$ cat config.mk
export PLATFORM = sky130hd
export DESIGN_NAME = spi_slave_if
export DESIGN_NICKNAME = d
export VERILOG_FILES = /design/src/rtl/spi_pkg.sv /design/src/rtl/spi_tx_serializer.sv /design/src/rtl/spi_slave_if.sv
export SDC_FILE = /design/constraint.sdc
export NUM_CORES = 1
export LEC_CHECK = 0
export ABC_CLOCK_PERIOD_IN_PS = 3300
export BUFFER_PORTS_ARGS = -buffer_cell sky130_fd_sc_hd__buf_2
export CAP_MARGIN = 20
export CORE_MARGIN = 4
export CORE_UTILIZATION = 55
export CTS_CLUSTER_SIZE = 28
export DETAILED_ROUTE_END_ITERATION = 12
export PLACE_DENSITY = 0.73
export RECOVER_POWER = 50
export REMOVE_ABC_BUFFERS = 1
export SLEW_MARGIN = 20
export SYNTH_ARGS = -nofsm -noshare
export SYNTH_HDL_FRONTEND = slang
export SYNTH_HIERARCHICAL = 1
export SYNTH_SLANG_ARGS = --single-unit
$ cat constraint.sdc
create_clock -name clk -period 3.3 [get_ports clk]
set_input_delay 0.495 -clock clk [delete_from_list [all_inputs] [get_ports clk]]
set_output_delay 0.495 -clock clk [all_outputs]
set_load 0.01 [all_outputs]
$ cat src/rtl/spi_pkg.sv
// Shared types and constants for the SPI slave front end.
package spi_pkg;

  localparam int ADDR_SIZE = 8;
  localparam int WORD_W    = ADDR_SIZE + 2;

  typedef enum logic [2:0] {
    IDLE      = 3'd0,
    CHK_CMD   = 3'd1,
    WRITE     = 3'd2,
    READ_ADD  = 3'd3,
    READ_DATA = 3'd4
  } spi_state_e;

  // Command field values carried in rx_data[9:8]; decoded by the RAM.
  localparam logic [1:0] CMD_WR_ADDR = 2'b00;
  localparam logic [1:0] CMD_WR_DATA = 2'b01;
  localparam logic [1:0] CMD_RD_ADDR = 2'b10;
  localparam logic [1:0] CMD_RD_DATA = 2'b11;

endpackage

$ cat src/rtl/spi_tx_serializer.sv
// Loads a read byte and shifts it out on miso MSB first, one bit per clock.
// miso is held at 0 whenever no byte is being shifted.
module spi_tx_serializer #(
  parameter int W = 8
) (
  input  logic         clk,
  input  logic         rst_n,
  input  logic         load,
  input  logic         abort,
  input  logic [W-1:0] data,
  output logic         miso
);

  localparam int CW = $clog2(W);

  // sr holds the bits still to be sent, next one in the MSB.
  logic [W-1:0]  sr;
  logic [CW-1:0] cnt;
  logic          busy;

  // Load puts the MSB on miso immediately; each later cycle presents the next bit.
  always_ff @(posedge clk) begin
    if (!rst_n) begin
      sr   <= '0;
      cnt  <= '0;
      busy <= 1'b0;
      miso <= 1'b0;
    end else if (abort) begin
      cnt  <= '0;
      busy <= 1'b0;
      miso <= 1'b0;
    end else if (load) begin
      sr   <= {data[W-2:0], 1'b0};
      miso <= data[W-1];
      cnt  <= '0;
      busy <= 1'b1;
    end else if (busy) begin
      if (cnt == CW'(W-1)) begin
        busy <= 1'b0;
        cnt  <= '0;
        miso <= 1'b0;
      end else begin
        miso <= sr[W-1];
        sr   <= {sr[W-2:0], 1'b0};
        cnt  <= cnt + 1'b1;
      end
    end
  end

endmodule

$ cat src/rtl/spi_slave_if.sv
// SPI slave front end: deserialises MOSI into command/data words for the RAM
// stage and serialises the RAM read byte back out on MISO.
module spi_slave_if #(
  parameter int ADDR_SIZE = 8
) (
  input  logic                 clk,
  input  logic                 rst_n,
  input  logic                 ss_n,
  input  logic                 mosi,
  output logic                 miso,
  output logic [ADDR_SIZE+1:0] rx_data,
  output logic                 rx_valid,
  input  logic [ADDR_SIZE-1:0] tx_data,
  input  logic                 tx_valid
);

  import spi_pkg::*;

  localparam int W  = ADDR_SIZE + 2;
  localparam int NB = W - 1;            // bits received after the command bit
  localparam int CW = $clog2(NB + 1);   // counter also holds the "done" value NB

  spi_state_e     state, state_nxt;
  logic [NB-1:0]  sr;
  logic [CW-1:0]  cnt;
  logic           addr_done;
  logic           tx_taken;
  logic           rx_phase;
  logic           frame_done;
  logic           tx_load;

  // Next-state selection plus frame-complete and tx-load decodes.
  always_comb begin
    state_nxt  = state;
    rx_phase   = (state == WRITE) || (state == READ_ADD) || (state == READ_DATA);
    frame_done = 1'b0;
    tx_load    = 1'b0;
    case (state)
      IDLE:    if (!ss_n) state_nxt = CHK_CMD;
      CHK_CMD: begin
        if (ss_n)       state_nxt = IDLE;
        else if (!mosi) state_nxt = WRITE;
        else            state_nxt = addr_done ? READ_DATA : READ_ADD;
      end
      default: if (ss_n) state_nxt = IDLE;
    endcase
    frame_done = rx_phase && !ss_n && (cnt == CW'(NB-1));
    tx_load    = (state == READ_DATA) && !ss_n && (cnt == CW'(NB)) &&
                 !tx_taken && tx_valid;
  end

  // State register.
  always_ff @(posedge clk) begin
    if (!rst_n) state <= IDLE;
    else        state <= state_nxt;
  end

  // Receive shift/count, word hand-off, read-address tracking, one tx load per frame.
  always_ff @(posedge clk) begin
    if (!rst_n) begin
      sr        <= '0;
      cnt       <= '0;
      addr_done <= 1'b0;
      tx_taken  <= 1'b0;
      rx_data   <= '0;
      rx_valid  <= 1'b0;
    end else begin
      rx_valid <= 1'b0;
      if (ss_n || state == IDLE) begin
        cnt      <= '0;
        tx_taken <= 1'b0;
      end else if (state == CHK_CMD) begin
        sr  <= {sr[NB-2:0], mosi};
        cnt <= '0;
      end else if (cnt != CW'(NB)) begin
        sr  <= {sr[NB-2:0], mosi};
        cnt <= cnt + 1'b1;
      end
      if (frame_done) begin
        rx_data  <= {sr, mosi};
        rx_valid <= 1'b1;
        if (state == READ_ADD)  addr_done <= 1'b1;
        if (state == READ_DATA) addr_done <= 1'b0;
      end
      if (tx_load) tx_taken <= 1'b1;
    end
  end

  spi_tx_serializer #(.W(ADDR_SIZE)) u_tx (
    .clk   (clk),
    .rst_n (rst_n),
    .load  (tx_load),
    .abort (ss_n),
    .data  (tx_data),
    .miso  (miso)
  );

endmodule

==> results.tsv <==
metric	value	unit
worstSetupEndpoint	u_tx/sr[6]$_SDFFE_PN0P_	
required	3510	ps
p_int	0.6912	mW
io_pins	25	
cts_sinks	41	
grt_pass1_wl	5520	um
drive_gt1_frac	0.1471	
cts_root_buffer	clkbuf_4	
hold_violations	0	
crit_family	simple AND/OR/NAND/NOR gates	
cp_max_fo	8	
path_buf_inv	1	
setup_viol	0	
start_util	0.5766	
fin_hold_ws	403.5	ps
htreeDepth	2	
syn_inst	177	
crit_cells	6	
die_w	64.58	um
crit_slowest_cell	or4b_4	
rsz0062_at_grt	no	
ff2ff_setup_slack	1140	ps
slew_headroom	0.005954	
drv_slew	0	
clk_pin_slew	110	ps
fmax	463.9	MHz
p_leak	0.8407	nW
postCtsSetupBuffers	0	
core_area	0.003053	mm^2
clkPwrFrac	0.386	
syn-mean-instance-area	9.946	um^2
antenna_cells	0	
dieArea	0.004170	mm^2
synth.area.top_cells	dfxtp_1, mux2i_1, nand2_1, mux2_2, ha_1	
crit_path_cell_trace	or4b_4, nor4_4, buf_4, mux2_2, nand2_1, mux2i_1	
comb_power_share	0.038	
nNetsFinal	221	
maxCapViolCount	1	
antenna_found_initial	0	
crit_path_max_incr_delay	570	ps
rows	20	
p_seq_frac	0.576	
io_buffer_count	24	
violations	capacitance limit	
drt-total-wl	3104	um
postCtsHoldBufs	0	
synthDominantCellAreaShare	0.4662	
hpwl	2267	um
reg2reg_to	u_tx/sr[6]$_SDFFE_PN0P_	
p_sw	0.1758	mW
reg2reg_from	state[1]$_SDFFE_PN0P_	
ctsResizeCount	0	
ys_seq_area_frac	0.4662	
grt_pass1_vias	1322	
vias_per_cell	5.040	
swShare	0.2028	
cts_buffers	5	
synth_area	0.001760	mm^2
first_iter_violations	22	
first_pass_iters	4	
status	complete, but fails checks	
crit_type	register to register	
period_needed	2155	ps
groute.usage.overall	0.1699	
wl_per_cell	12.52	um
ff2ff_path_depth	6	
power.total	0.8670	mW
cp-end-kind	register	
finalClockSkew	2.578	ps
cts_max_path_buffers	2	
powerDensity	438.0	mW/mm^2
period_share	0.6532	
crit_arrival	2360	ps
cp-start-kind	register	
synth_seq_cells	41	
hold_class	primary input to register	
finalSetupTns	0	ps
ys_warn_count	6	
place.gp.congestion	0.7030	
clock_latency	340	ps
grt-ovfl-total	0	
drc_errors	0	
tritoncts	done	
postRouteAntennaNets	0	
grt_max_degree	40	
peakVddDrop	291.2	uV
worst-slew-pin-transition	1491	ps
area_delta_synth_final	12.44	%
yosys.area.top_type	dfxtp_1	
vias	1250	
ys_types	36	
die_h	64.58	um
critical_path.startpoint	state[1]$_SDFFE_PN0P_	
fillers	278	
## final cells by class
class	count	area (um^2)	share of cell area
multi-input combinational	121	869.6	0.4393
sequential	41	820.8	0.4147
timing repair buffer	26	118.9	0.06005
clock buffer	7	55.05	0.02781
tap	44	55.05	0.02781
clock inverter	1	30.03	0.01517
inverter	8	30.03	0.01517
## metrics by stage
stage	utilization	setup WS [ps]	instance area, um^2	std cells
after floorplan	-	1131	1715	170
after global placement	0.6258	1026	1911	240
after detailed placement	0.6258	952.3	1911	240
after CTS	0.6537	1169	1996	248
after global routing	0.6484	987.5	1979	248
final	0.6484	1145	1979	248
## kinds of logic after synthesis
logic type / after synthesis / share of synthesized area
AOI/OAI and AO/OA: 15 / 0.05757
xor gates and xnor gates: 3 / 0.01493
adders and majority gates: 5 / 0.03554
buffers and inverters: 15 / 0.04264
DFF: 41 / 0.4662
muxes: 33 / 0.1919
and+or+nand+nor: 65 / 0.1912
## per-layer routing
| layer | track usage | wire (um) | vias up |
|---|---|---|---|
| met3 | 0.03640 | 102 | 5 |
| met2 | 0.3222 | 1600 | 19 |
| met1 | 0.1792 | 1347 | 570 |
| met4 | 0.07124 | 53 | 0 |
| li1 | - | - | 656 |
| met5 | 0 | 0 | - |
## cell usage after synthesis, drive strengths merged
cell type  count
or4b           1
inv            8
and4b          1
nand2b         4
nor3b          2
a211oi         3
nor2           7
a31oi          2
a311oi         1
mux2i         27
mux2           6
xnor2          2
and4bb         1
nor2b          3
or2            1
and2b          1
nor3           3
nand3b         1
o21bai         1
buf            4
a2111oi        1
nor4           1
xor2           1
clkbuf         3
ha             5
a21oi          3
a31o           1
or3            2
nand3          1
o21ai          2
and3b          1
dfxtp         41
nand2         35
o21a           1
## cells in the final DEF, fill, tap and decap left out
master,instances
and3b_1,1
or4b_4,1
buf_4,2
or2_1,1
xnor2_1,2
a21oi_1,3
clkbuf_1,14
o21ai_1,1
nand2_1,35
a31o_1,1
mux2i_1,27
nand3b_1,1
nor2_1,7
and4bb_2,1
inv_1,8
buf_2,11
a2111oi_0,1
dfxtp_1,41
o21a_1,1
nor4_4,1
clkbuf_8,1
ha_1,5
nor3b_1,2
clkbuf_4,5
and4b_1,1
nor2b_1,3
a311oi_1,1
xor2_1,1
a31oi_1,2
o21ai_0,1
mux2_2,6
or3_1,2
nor3_1,3
nand3_1,1
bufinv_16,1
o21bai_1,1
and2b_1,1
a211oi_2,1
nand2b_1,4
a211oi_1,2
## worst min path at each step
stage	from	to	slack, ps	cells past startpoint
floorplan	u_tx/sr[2]$_SDFFE_PN0P_	u_tx/sr[2]$_SDFFE_PN0P_	440	2
finish	tx_data[7]	u_tx/miso$_SDFFE_PP0P_	400	3
detailed placement	rx_data[4]$_SDFFE_PN0P_	rx_data[4]$_SDFFE_PN0P_	450	2
global route	tx_data[7]	u_tx/miso$_SDFFE_PP0P_	430	3
global placement	u_tx/sr[4]$_SDFFE_PN0P_	u_tx/sr[4]$_SDFFE_PN0P_	440	2
CTS	tx_data[7]	u_tx/miso$_SDFFE_PP0P_	390	3
## worst reg2reg max path, cell delays in order (launching register included)
cell and delay (ps):
dfxtp_1 390, or4b_4 570, nor4_4 350, buf_4 230, mux2_2 340, nand2_1 60
mux2i_1 90
## state kept, by name (all words and copies together) (netlist names)
register,count
state,3
rx_valid,1
u_tx/sr,7
u_tx/miso,1
u_tx/cnt,3
sr,9
tx_taken,1
cnt,4
rx_data,10
u_tx/busy,1
addr_done,1
## power by group through the flow
stage	Sequential [mW]	Combinational, mW	Clock (mW)
detailed placement	0.510	0.0332	0
CTS	0.499	0.0333	0.342
floorplan	0.510	0.0156	0
global route	0.500	0.0370	0.363
global placement	0.510	0.0322	0
finish	0.499	0.0330	0.335
Note: power is estimated with default switching activity, not from simulation.
